==> config.mk <==
export PLATFORM = sky130hd
export DESIGN_NAME = ps2_frame_rx
export DESIGN_NICKNAME = d
export VERILOG_FILES = /design/src/rtl/ps2_rx_pkg.sv /design/src/rtl/ps2_line_filter.sv /design/src/rtl/ps2_frame_rx.sv
export SDC_FILE = /design/constraint.sdc
export NUM_CORES = 1
export LEC_CHECK = 0
export ABC_AREA = 0
export CORE_ASPECT_RATIO = 0.6
export CORE_MARGIN = 4
export CORE_UTILIZATION = 60
export CTS_BUF_LIST = sky130_fd_sc_hd__clkbuf_8
export CTS_CLUSTER_DIAMETER = 40
export CTS_CLUSTER_SIZE = 10
export DETAILED_ROUTE_END_ITERATION = 10
export PLACE_DENSITY = 0.82
export SETUP_SLACK_MARGIN = 0.4
export SLEW_MARGIN = 40
export SYNTH_ARGS = -nofsm -noshare
export SYNTH_HDL_FRONTEND = slang
export SYNTH_SLANG_ARGS = --single-unit
==> constraint.sdc <==
create_clock -name clk -period 4.05 [get_ports clk]
set_input_delay 0.81 -clock clk [delete_from_list [all_inputs] [get_ports clk]]
set_output_delay 0.81 -clock clk [all_outputs]
set_load 0.005 [all_outputs]
==> src/rtl/ps2_rx_pkg.sv <==
// Shared types and helpers for the PS/2 frame receiver.
package ps2_rx_pkg;

    typedef enum logic [1:0] {
        IDLE  = 2'd0,
        RX    = 2'd1,
        CHECK = 2'd2
    } rx_state_e;

    localparam int PARITY_NONE = 0;
    localparam int PARITY_ODD  = 1;
    localparam int PARITY_EVEN = 2;

    function automatic int frame_bits(input int data_bits, input int parity_mode);
        return 1 + data_bits + ((parity_mode != PARITY_NONE) ? 1 : 0) + 1;
    endfunction

endpackage

==> src/rtl/ps2_line_filter.sv <==
// Synchronises the raw PS/2 pins and debounces kbd_clk; emits a pulse on each
// filtered falling edge (fall) and on any filtered edge (chg).
module ps2_line_filter #(
    parameter int FILT_LEN = 4
) (
    input  logic clk,
    input  logic resetN,
    input  logic kbd_clk,
    input  logic kbd_dat,
    output logic dat_s,
    output logic fall,
    output logic chg
);

    localparam int CW = $clog2(FILT_LEN + 1);

    logic [1:0]    clk_sync_q;
    logic [1:0]    dat_sync_q;
    logic          clk_f_q;
    logic [CW-1:0] cnt_q;
    logic          fall_q;
    logic          chg_q;
    logic          clk_s;

    assign clk_s = clk_sync_q[1];
    assign dat_s = dat_sync_q[1];
    assign fall  = fall_q;
    assign chg   = chg_q;

    // cnt_q counts consecutive synced samples that disagree with the filtered level.
    always_ff @(posedge clk or negedge resetN) begin
        if (!resetN) begin
            clk_sync_q <= '0;
            dat_sync_q <= '0;
            clk_f_q    <= 1'b0;
            cnt_q      <= '0;
            fall_q     <= 1'b0;
            chg_q      <= 1'b0;
        end else begin
            clk_sync_q <= {clk_sync_q[0], kbd_clk};
            dat_sync_q <= {dat_sync_q[0], kbd_dat};
            fall_q     <= 1'b0;
            chg_q      <= 1'b0;
            if (clk_s == clk_f_q) begin
                cnt_q <= '0;
            end else if (cnt_q == CW'(FILT_LEN - 1)) begin
                clk_f_q <= clk_s;
                cnt_q   <= '0;
                chg_q   <= 1'b1;
                fall_q  <= clk_f_q;
            end else begin
                cnt_q <= cnt_q + 1'b1;
            end
        end
    end

endmodule

==> src/rtl/ps2_frame_rx.sv <==
// PS/2-style frame receiver: start/data/parity/stop deframing with error pulses.
// Define PS2_RX_TIMEOUT_EN to build the mid-frame watchdog abort.
module ps2_frame_rx
    import ps2_rx_pkg::*;
#(
    parameter int DATA_BITS   = 8,
    parameter int PARITY_MODE = 1,
    parameter int FILT_LEN    = 4,
    parameter int TIMEOUT_CYC = 50000
) (
    input  logic                 clk,
    input  logic                 resetN,
    input  logic                 kbd_clk,
    input  logic                 kbd_dat,
    output logic [DATA_BITS-1:0] dout,
    output logic                 dout_new,
    output logic                 parity_ok,
    output logic                 frame_err,
    output logic                 timeout_err
);

    localparam int FB   = frame_bits(DATA_BITS, PARITY_MODE);
    localparam int SR_W = FB - 1;
    localparam int CW   = $clog2(FB + 1);

    logic dat_s;
    logic fall;
    logic clk_chg;
    logic wd_hit;

    rx_state_e            state_q;
    logic [CW-1:0]        cntr_q;
    logic [SR_W-1:0]      sr_q;
    logic [DATA_BITS-1:0] dout_q;
    logic                 dout_new_q;
    logic                 parity_ok_q;
    logic                 frame_err_q;
    logic                 timeout_err_q;

    logic par_x;
    logic par_ok_w;

    ps2_line_filter #(.FILT_LEN(FILT_LEN)) u_filt (
        .clk     (clk),
        .resetN  (resetN),
        .kbd_clk (kbd_clk),
        .kbd_dat (kbd_dat),
        .dat_s   (dat_s),
        .fall    (fall),
        .chg     (clk_chg)
    );

    // After the stop bit is shifted in: sr_q = {stop, [parity], data}.
    assign par_x    = ^sr_q[DATA_BITS:0];
    assign par_ok_w = (PARITY_MODE == PARITY_NONE) ? 1'b1 :
                      (PARITY_MODE == PARITY_ODD)  ? par_x : ~par_x;

`ifdef PS2_RX_TIMEOUT_EN
    localparam int WW = $clog2(TIMEOUT_CYC + 1);
    logic [WW-1:0] wd_q;

    assign wd_hit = (state_q == RX) && !clk_chg && (wd_q == WW'(TIMEOUT_CYC - 1));

    always_ff @(posedge clk or negedge resetN) begin
        if (!resetN)                        wd_q <= '0;
        else if (clk_chg || state_q != RX)  wd_q <= '0;
        else                                wd_q <= wd_q + 1'b1;
    end
`else
    localparam int unused_to = TIMEOUT_CYC;
    logic unused_chg;
    assign unused_chg = clk_chg;
    assign wd_hit     = 1'b0;
`endif

    always_ff @(posedge clk or negedge resetN) begin
        if (!resetN) begin
            state_q       <= IDLE;
            cntr_q        <= '0;
            sr_q          <= '0;
            dout_q        <= '0;
            dout_new_q    <= 1'b0;
            parity_ok_q   <= 1'b0;
            frame_err_q   <= 1'b0;
            timeout_err_q <= 1'b0;
        end else begin
            dout_new_q    <= 1'b0;
            frame_err_q   <= 1'b0;
            timeout_err_q <= 1'b0;
            case (state_q)
                IDLE: begin
                    if (fall && !dat_s) begin
                        state_q <= RX;
                        cntr_q  <= '0;
                        sr_q    <= '0;
                    end
                end
                RX: begin
                    if (wd_hit) begin
                        state_q       <= IDLE;
                        timeout_err_q <= 1'b1;
                    end else if (fall) begin
                        sr_q   <= {dat_s, sr_q[SR_W-1:1]};
                        cntr_q <= cntr_q + 1'b1;
                        if (cntr_q == CW'(FB - 2)) state_q <= CHECK;
                    end
                end
                CHECK: begin
                    state_q     <= IDLE;
                    parity_ok_q <= par_ok_w;
                    if (!sr_q[SR_W-1]) begin
                        frame_err_q <= 1'b1;
                    end else if (par_ok_w) begin
                        dout_q     <= sr_q[DATA_BITS-1:0];
                        dout_new_q <= 1'b1;
                    end
                end
                default: state_q <= IDLE;
            endcase
        end
    end

    assign dout        = dout_q;
    assign dout_new    = dout_new_q;
    assign parity_ok   = parity_ok_q;
    assign frame_err   = frame_err_q;
    assign timeout_err = timeout_err_q;

endmodule

==> flow_metrics.tcl, run 1 <==
set metrics [dict create \
    drv_cap 0 \
    numCtsBuffers 5 \
    skew_ps 7.573 \
    pwr_density_cell_nw_per_um2 415.3 \
    io_pins 16 \
    p_sw_w 0.0001720 \
    netlist_area_um2 1471 \
    synth-async-reset-ratio_pct 100.0 \
    synth_top_area_cell "dfrtp_1" \
    cp-start-kind "flop" \
    required_ps 4210 \
    h-tree-depth 2 \
    ys_types 30 \
    core-area_um2 2245 \
    reg2reg_to "dout[5]" \
    rrSetupSlack_ps 2040 \
    holdPathStages 0 \
    dp_cells 155 \
    final_max_slew_viol_count 0 \
    setup_viol 0 \
    grt_usage_pct 18.75 \
    clockRootBuffer "clkbuf_8" \
    hold_path_class "reg2reg" \
    dp_hpwl_um 1796 \
    p_int_w 0.0005486 \
    final_cells 163 \
    ys_top_cells_by_count "dfrtp_1, o21ai_0, a22o_1, nand2_1, mux2_2" \
    reg2reg_from "sr_q[8]" \
    totalPowerFinal_w 0.0007207 \
    antenna_found_initial 0 \
    p_comb_share_pct 8.6 \
    drt_iter0_drc 78 \
    path_cells "xnor3_1 -> xnor3_2 -> xnor2_2 -> nor2_4 -> mux2_2" \
    portBuffers 14 \
    grt_pass1_vias 917 \
    finalHoldViolCount 0 \
    yosys-top-cells-area "dfrtp_1, a22o_1, mux2_2, o21ai_0, ha_1" \
    grt_pass1_wl_um 4519 \
    ys.warnings.count 0 \
    min_period_over_period_pct 49.63 \
    ys_ff_latch 36 \
    crit_path_end_kind "flop" \
    place_congestion 0.7279 \
    num_rows 13 \
    cpLargestDelayFamily "XOR/XNOR gates" \
    setup_tns_ps 0 \
    ant_nets 0 \
    power_frac_seq_pct 56.8 \
    p_leak_nw 0.8319 \
    die_h_um 46.36 \
    rsz0062_at_grt "no" \
    holdWs_ps 354.3 \
    cp_max_fo 7 \
    crit_cells 5 \
    dieArea_um2 3335 \
    min_to "u_filt.clk_sync_q[1]" \
    critPathKind "reg2reg" \
    fp.dieW_um 71.93 \
    grt_max_degree 37 \
    max_freq_mhz 497.5 \
    gr-total-overflow 0 \
    yosys_most_used_dff "dfrtp_1" \
    fill_cells 139 \
    min_from "u_filt.clk_sync_q[0]" \
    clock_path_buffers 2 \
    via_per_inst 5.663 \
    diodes 0 \
    syn_to_final_growth_pct 17.94 \
    synth_top_area_share_pct 61.22 \
    avgSynthCellArea_um2 13.02 \
    crit_buf_inv 0 \
    ys_seq_area_share_pct 61.22 \
    cts_tree "built" \
    clock-sinks 36 \
    post_cts_buffers 0 \
    netlist_instances 113 \
    synth_most_common_cell "dfrtp_1" \
    wirelength_um 2602 \
    outcome "complete, no violations" \
    drt_pass1_iterations 4 \
    ff2ff_path_depth 5 \
    period_needed_ps 2010 \
    postCtsHoldBufs 0 \
    final_core_util_pct 77.31 \
    drc 0 \
    cp_slowest_cell "dfrtp_1" \
    synth-edff-count 0 \
    cts.clk_slew.worst_paths_ps 70 \
    nets 139 \
    peakVddDrop_uv 208.6 \
    cpPeakStageDelay_ps 410 \
    crit_arrival_ps 2170 \
    swShare_pct 23.87 \
    drive_gt1_share_pct 14.29 \
    syn_nets 120 \
    cts_resized 0 \
    wl_per_cell_um 15.96 \
    insertion_delay_ps 280 \
    initial_core_util_pct 65.55 \
    vias 923 \
    pwr-share-clk_pct 34.5 \
]
layout by cell type, fill, tap and decap left out, types with 2 or more instances in the layout:
master	synthesis	final
a21oi_1	2	2
a22o_1	9	9
buf_4	1	2
clkbuf_8	0	6
clkdlybuf4s50_1	0	14
dfrtp_1	36	36
ha_1	3	3
inv_1	2	4
mux2_2	7	7
nand2_1	9	9
nor2_1	2	2
nor2b_1	5	5
nor3_1	2	2
o21ai_0	11	11
xnor2_1	4	4
xor2_1	2	2
power by group through the flow:
stage	registers [W]	clock network (W)	logic, W
2_1_floorplan	0.000403	0	0.0000484
3_3_place_gp	0.000412	0	0.0000569
3_5_place_dp	0.000415	0	0.0000625
4_1_cts	0.000409	0.000254	0.0000630
5_1_grt	0.000412	0.000275	0.0000698
6_report	0.000410	0.000249	0.0000623
metrics by stage:
step	worst slack, ps	area [um^2]
after floorplan	2224	1471
after global placement	2099	1645
after detailed placement	2055	1645
after CTS	2027	1735
after global routing	1950	1735
final	2040	1735
sequential cells by signal, summed over array words and instances (netlist names):
name and count:
sr_q 10, dout 8, cntr_q 4, u_filt.cnt_q 3
state_q 2, u_filt.clk_sync_q 2, u_filt.dat_sync_q 2, dout_new 1
frame_err 1, parity_ok 1, u_filt.clk_f_q 1, u_filt.fall 1
area by class of cell:
type / count / area, um^2 / share of cell area, %
timing repair buffer: 16 / 155.1 / 8.940
multi-input combinational: 71 / 544.3 / 31.36
inverter: 2 / 7.507 / 0.4326
sequential: 36 / 900.9 / 51.91
clock buffer: 6 / 82.58 / 4.758
clock inverter: 2 / 7.507 / 0.4326
tap: 30 / 37.54 / 2.163
logic make-up after synthesis:
logic type,Yosys count,synth area share [%]
xor+xnor,9,7.823
buf+inv,6,1.786
simple gates,26,9.525
mux,8,6.038
compound gates,24,10.80
flops,36,61.22
fa+ha+maj,3,2.551
other cells,1,0.2549
worst max path at each step:
| stage | start | to |
|---|---|---|
| floorplan | sr_q[8] | dout[2] |
| global placement | sr_q[8] | dout[6] |
| detailed placement | sr_q[8] | dout[6] |
| CTS | sr_q[8] | dout[5] |
| global route | sr_q[8] | dout[6] |
| finish | sr_q[8] | dout[5] |
metal layers:
layer	vias to the layer above	GRT usage, %	part of all wire [%]
met2	48	28.83	44
li1	428	-	-
met4	0	6.367	1.5
met3	9	6.536	9.3
met1	438	25.21	45
met5	-	0	0
Note: power is estimated with default switching activity, not from simulation.
==> run 2: changes to the inputs <==
--- a/config.mk
+++ b/config.mk
@@ -8,12 +8,12 @@
 export ABC_AREA = 0
 export CORE_ASPECT_RATIO = 0.6
 export CORE_MARGIN = 4
-export CORE_UTILIZATION = 60
+export CORE_UTILIZATION = 57
 export CTS_BUF_LIST = sky130_fd_sc_hd__clkbuf_8
 export CTS_CLUSTER_DIAMETER = 40
 export CTS_CLUSTER_SIZE = 10
 export DETAILED_ROUTE_END_ITERATION = 10
-export PLACE_DENSITY = 0.82
+export PLACE_DENSITY = 0.78
 export SETUP_SLACK_MARGIN = 0.4
 export SLEW_MARGIN = 40
 export SYNTH_ARGS = -nofsm -noshare
==> constraint.sdc (replaced) <==
create_clock -name clk -period 2 [get_ports clk]
set_input_delay 0.4 -clock clk [delete_from_list [all_inputs] [get_ports clk]]
set_output_delay 0.4 -clock clk [all_outputs]
set_load 0.005 [all_outputs]
==> flow_metrics.tcl, run 2 (synthesis results as in run 1) <==
set metrics [dict create \
    mostFrequentLayoutCells "dfrtp_1, clkdlybuf4s50_1, buf_4, o21ai_0" \
    grt_max_degree 37 \
    syn_to_final_growth_pct 29.68 \
    rsz0062_at_grt "yes" \
    layout_commonest_cell "dfrtp_1" \
    grt_pass1_wl_um 4857 \
    clock_path_buffers 2 \
    cp-start-kind "flop" \
    fp.dieW_um 73.59 \
    cts.clk_slew.worst_paths_ps 70 \
    drv_cap 0 \
    wirelength_um 3353 \
    nets 153 \
    numCtsBuffers 5 \
    critPathKind "reg2reg" \
    outcome "finished, violations left" \
    cpLargestDelayFamily "XOR/XNOR gates" \
    core-area_um2 2310 \
    insertion_delay_ps 290 \
    io_pins 16 \
    crit_arrival_ps 2220 \
    diodes 0 \
    max_freq_mhz 486.5 \
    ant_nets 0 \
    crit_path_end_kind "flop" \
    die_h_um 47.36 \
    postCtsHoldBufs 0 \
    drc 0 \
    required_ps 2170 \
    dieArea_um2 3485 \
    num_rows 13 \
    clock-sinks 36 \
    p_leak_nw 0.9326 \
    path_cells "xor2_2 -> xnor3_2 -> xnor2_4 -> nor2_4 -> buf_12 -> mux2_4" \
    antenna_found_initial 0 \
    cpPeakStageDelay_ps 510 \
    cp_slowest_cell "xnor3_2" \
    pwr_density_cell_nw_per_um2 774.5 \
    wl_per_cell_um 18.94 \
    cts_tree "built" \
    drt_iter0_drc 115 \
    drive_gt1_share_pct 25.17 \
    min_period_over_period_pct 102.8 \
    period_needed_ps 2056 \
    clockRootBuffer "clkbuf_8" \
    grt_usage_pct 20.19 \
    initial_core_util_pct 63.71 \
    hold_path_class "reg2reg" \
    peakVddDrop_uv 651.9 \
    setup_tns_ps -271.1 \
    vias 1030 \
    final_max_slew_viol_count 0 \
    skew_ps 10.36 \
    regMostFlops "sr_q" \
    h-tree-depth 2 \
    cp_max_fo 6 \
    dp_hpwl_um 1906 \
    setup_viol 6 \
    largest_reg_flops 10 \
    final_core_util_pct 82.61 \
    via_per_inst 5.819 \
    violations "setup timing" \
    fill_cells 102 \
    grt_pass1_vias 955 \
    crit_buf_inv 1 \
    worst_slack_ps -55.60 \
    finalHoldViolCount 0 \
    drt_pass1_iterations 4 \
    portBuffers 14 \
    place_congestion 0.7848 \
    gr-total-overflow 0 \
]
## run 2: where the power goes
| part | total (W) | internal (W) | switching [W] |
|---|---|---|---|
| sequential | 0.000828 | 0.000777 | 0.0000507 |
| clock | 0.000524 | 0.000275 | 0.000249 |
| combinational | 0.000126 | 0.0000624 | 0.0000639 |
## run 2: stage by stage
| stage | total power, W | hold slack (ps) | std cells | setup slack [ps] | instance area (um^2) |
|---|---|---|---|---|---|
| final | 0.001478 | 347.8 | 177 | -55.60 | 1908 |
| after global routing | 0.001560 | 351.6 | 177 | -91.39 | 1908 |
| after CTS | 0.001483 | 348.0 | 167 | 16.88 | 1799 |
| after detailed placement | 0.0009649 | 335.5 | 155 | 6.523 | 1645 |
| after global placement | 0.0009493 | 333.0 | 155 | 61.80 | 1645 |
| after floorplan | 0.0009144 | 104.4 | 113 | 174.1 | 1471 |
## run 2: final cells by class
class | count | area [um^2] | area share (%)
well taps | 30 | 37.54 | 1.967
multi-input cells | 71 | 585.6 | 30.69
clock inverters | 2 | 10.01 | 0.5246
clock buffers | 6 | 82.58 | 4.328
flip-flops and latches | 36 | 902.1 | 47.28
inverters | 2 | 7.507 | 0.3934
repair buffers | 30 | 282.8 | 14.82
## run 2: routing by layer
metal / wire length, um / global-route usage (%) / up-vias
met5: 0 / 0 / -
met4: 38 / 9.386 / 0
li1: - / - / 463
met3: 248 / 6.838 / 6
met1: 1477 / 27.45 / 511
met2: 1588 / 29.75 / 50
## run 2: worst paths after layout
check                           cells after the start                 start  slack (ps)              endpoint
worst max register to register                      6               sr_q[2]         -60               dout[6]
worst min-delay path                                0  u_filt.dat_sync_q[0]         350  u_filt.dat_sync_q[1]
max in group asynchronous                           2                resetN        1140               sr_q[3]
worst min register to register                      0  u_filt.dat_sync_q[0]         350  u_filt.dat_sync_q[1]
min in group asynchronous                           2                resetN         520             cntr_q[0]
worst max-delay path                                6               sr_q[2]         -60               dout[6]
## run 2: timing repair
item / in CTS / in global routing
gates resized for setup: 6 / 7
pin swaps: 3 / 1
endpoints found under the setup margin: 9 / 13
buffers inserted: 4 / 10
==> run 3: changes to the inputs <==
--- a/config.mk
+++ b/config.mk
@@ -5,15 +5,15 @@
 export SDC_FILE = /design/constraint.sdc
 export NUM_CORES = 1
 export LEC_CHECK = 0
-export ABC_AREA = 0
+export ABC_AREA = 1
 export CORE_ASPECT_RATIO = 0.6
 export CORE_MARGIN = 4
-export CORE_UTILIZATION = 57
+export CORE_UTILIZATION = 58
 export CTS_BUF_LIST = sky130_fd_sc_hd__clkbuf_8
 export CTS_CLUSTER_DIAMETER = 40
 export CTS_CLUSTER_SIZE = 10
 export DETAILED_ROUTE_END_ITERATION = 10
-export PLACE_DENSITY = 0.78
+export PLACE_DENSITY = 0.79
 export SETUP_SLACK_MARGIN = 0.4
 export SLEW_MARGIN = 40
 export SYNTH_ARGS = -nofsm -noshare
==> flow_metrics.tcl, run 3 <==
set metrics [dict create \
    synth_top_area_cell "dfrtp_1" \
    final_cells 219 \
    max_freq_mhz 642.4 \
    initial_core_util_pct 61.61 \
    avgSynthCellArea_um2 9.593 \
    holdPathStages 0 \
    synth_most_common_cell "dfrtp_1" \
    io_pins 16 \
    place_area_um2 1729 \
    layout_commonest_cell "dfrtp_1" \
    synth_compound_gate_area_share_pct 6.763 \
    place_congestion 0.7699 \
    grt_pass1_wl_um 4595 \
    holdWs_ps 348.6 \
    drt_pass1_iterations 4 \
    final_area_um2 1884 \
    antenna_found_initial 0 \
    num_rows 14 \
    fill_cells 195 \
    ys_ff_latch 36 \
    cpLargestDelayFamily "buffers and inverters" \
    clock-sinks 36 \
    p_leak_nw 1.008 \
    reg2reg_to "dout[3]" \
    yosys_most_used_dff "dfrtp_1" \
    ys_top_cells_by_count "dfrtp_1, nand2_1, inv_1, o22ai_1, nand4_1" \
    dieArea_um2 3599 \
    required_ps 1600 \
    peakVddDrop_uv 878.2 \
    cts.clk_slew.worst_paths_ps 70 \
    cp_slowest_cell "clkdlybuf4s50_1" \
    final_max_slew_viol_count 0 \
    synth_mux_area_share_pct 0.6441 \
    ff2ff_path_depth 12 \
    ys_types 25 \
    setup_tns_ps 0 \
    crit_path_end_kind "output pin" \
    postCtsHoldBufs 0 \
    outcome "complete, no violations" \
    min_to "u_filt.dat_sync_q[1]" \
    synth_top_family_by_area "simple AND/OR/NAND/NOR gates" \
    netlist_instances 162 \
    tightest_slew_ps 497.8 \
    pwr_density_cell_nw_per_um2 844.8 \
    h-tree-depth 2 \
    period_needed_ps 1557 \
    syn_to_final_growth_pct 21.26 \
    ys_seq_area_share_pct 57.97 \
    yosys.area_share.simple_pct 22.71 \
    cp_max_fo 2 \
    timing.slew.headroom_pct 66.72 \
    die_h_um 48.10 \
    rrSetupSlack_ps 510 \
    min_from "u_filt.dat_sync_q[0]" \
    rsz0062_at_grt "yes" \
    grt_usage_pct 18.20 \
    synth_adder_area_share_pct 2.415 \
    syn_nets 169 \
    drive_gt1_share_pct 16.58 \
    wirelength_um 2872 \
    setup_viol 0 \
    cpPeakStageDelay_ps 510 \
    grt_max_degree 37 \
    netlist_area_um2 1554 \
    gr-total-overflow 0 \
    mostFrequentLayoutCells "dfrtp_1, nand2_1, inv_1, clkdlybuf4s50_1, o22ai_1" \
    synth-edff-count 0 \
    grt_pass1_vias 998 \
    diodes 0 \
    largest_reg_flops 10 \
    dp_cells 206 \
    crit_buf_inv 1 \
    drv_cap 0 \
    min_period_over_period_pct 77.83 \
    yosys.area_share.xor_xnor_pct 1.691 \
    portBuffers 14 \
    ant_nets 0 \
    drc 0 \
    clockRootBuffer "clkbuf_8" \
    insertion_delay_ps 290 \
    ys.warnings.count 0 \
    crit_arrival_ps 1160 \
    reg2reg_from "sr_q[3]" \
    cts_tree "built" \
    vias 1132 \
    finalHoldViolCount 0 \
    critPathKind "reg2out" \
    regMostFlops "sr_q" \
    skew_ps 4.024 \
    synth_top_area_share_pct 57.97 \
    totalPowerFinal_w 0.001592 \
    core-area_um2 2522 \
    hold_path_class "reg2reg" \
    via_per_inst 5.169 \
    cp-start-kind "flop" \
    clock_path_buffers 2 \
    fp.dieW_um 74.83 \
    wl_per_cell_um 13.11 \
    dp_hpwl_um 2018 \
    drt_iter0_drc 90 \
    synth-async-reset-ratio_pct 100.0 \
    numCtsBuffers 5 \
    yosys-top-cells-area "dfrtp_1, nand2_1, inv_1, o22ai_1, nand4_1" \
    nets 193 \
    path_cells "clkdlybuf4s50_1" \
]
==> run 3: worst register-to-register path, cell delays in order, from the launching register on <==
cell and delay, ps:
dfrtp_1 440, inv_2 100, nand2_1 50, nand3_1 90, nand2_2 80, inv_2 60
nand2_2 60, nand2_2 60, nand2_2 60, nand2_4 120, buf_4 140, nand4_1 90
nand2_1 90
==> run 3: what timing repair did <==
action,4_1_cts,5_1_grt
endpoints found under the setup margin,0,12
resized for setup,0,3
buffers inserted,0,4
==> run 3: worst max path at each step <==
stage | depth (start not counted) | start | slack [ps] | endpoint
detailed placement | 12 | sr_q[7] | 520 | dout[1]
global route | 12 | sr_q[6] | 360 | dout[2]
finish | 1 | dout[0] | 440 | dout[0]
global placement | 12 | sr_q[7] | 560 | dout[4]
CTS | 1 | dout[0] | 420 | dout[0]
floorplan | 12 | sr_q[7] | 670 | dout[0]
==> run 3: final cells by class <==
| cell class | count | area [um^2] | area share [%] |
|---|---|---|---|
| Clock buffer | 5 | 68.82 | 3.652 |
| Clock inverter | 3 | 38.79 | 2.058 |
| Sequential cell | 36 | 900.9 | 47.81 |
| Tap cell | 32 | 40.04 | 2.125 |
| Timing Repair Buffer | 20 | 192.7 | 10.23 |
| Inverter | 26 | 97.59 | 5.179 |
| Multi-Input combinational cell | 97 | 545.5 | 28.95 |
==> run 3: per-stage QoR <==
step | util (%) | worst slack (ps)
final | 74.70 | 443.3
after global routing | 74.70 | 364.2
after CTS | 72.82 | 416.6
after detailed placement | 68.55 | 521.2
after global placement | 68.55 | 563.3
after floorplan | - | 670.0
==> run 3: logic make-up after synthesis <==
logic type      after synthesis
compound gates               18
simple gates                 70
flops                        36
xor+xnor                      3
mux                           1
buf+inv                      30
other cells                   1
fa+ha+maj                     3
==> run 3: layer usage <==
metal	wire length, um	GRT usage [%]	vias up
li1	-	-	574
met1	1392	24.20	509
met2	1203	27.51	40
met3	212	6.173	9
met4	63	8.511	0
met5	0	0	-
==> run 3: power breakdown <==
| group | leakage [nW] | switching [W] | internal [W] |
|---|---|---|---|
| clock network | 0.0593 | 0.000251 | 0.000364 |
| logic | 0.460 | 0.0000816 | 0.0000570 |
| registers | 0.489 | 0.0000573 | 0.000780 |
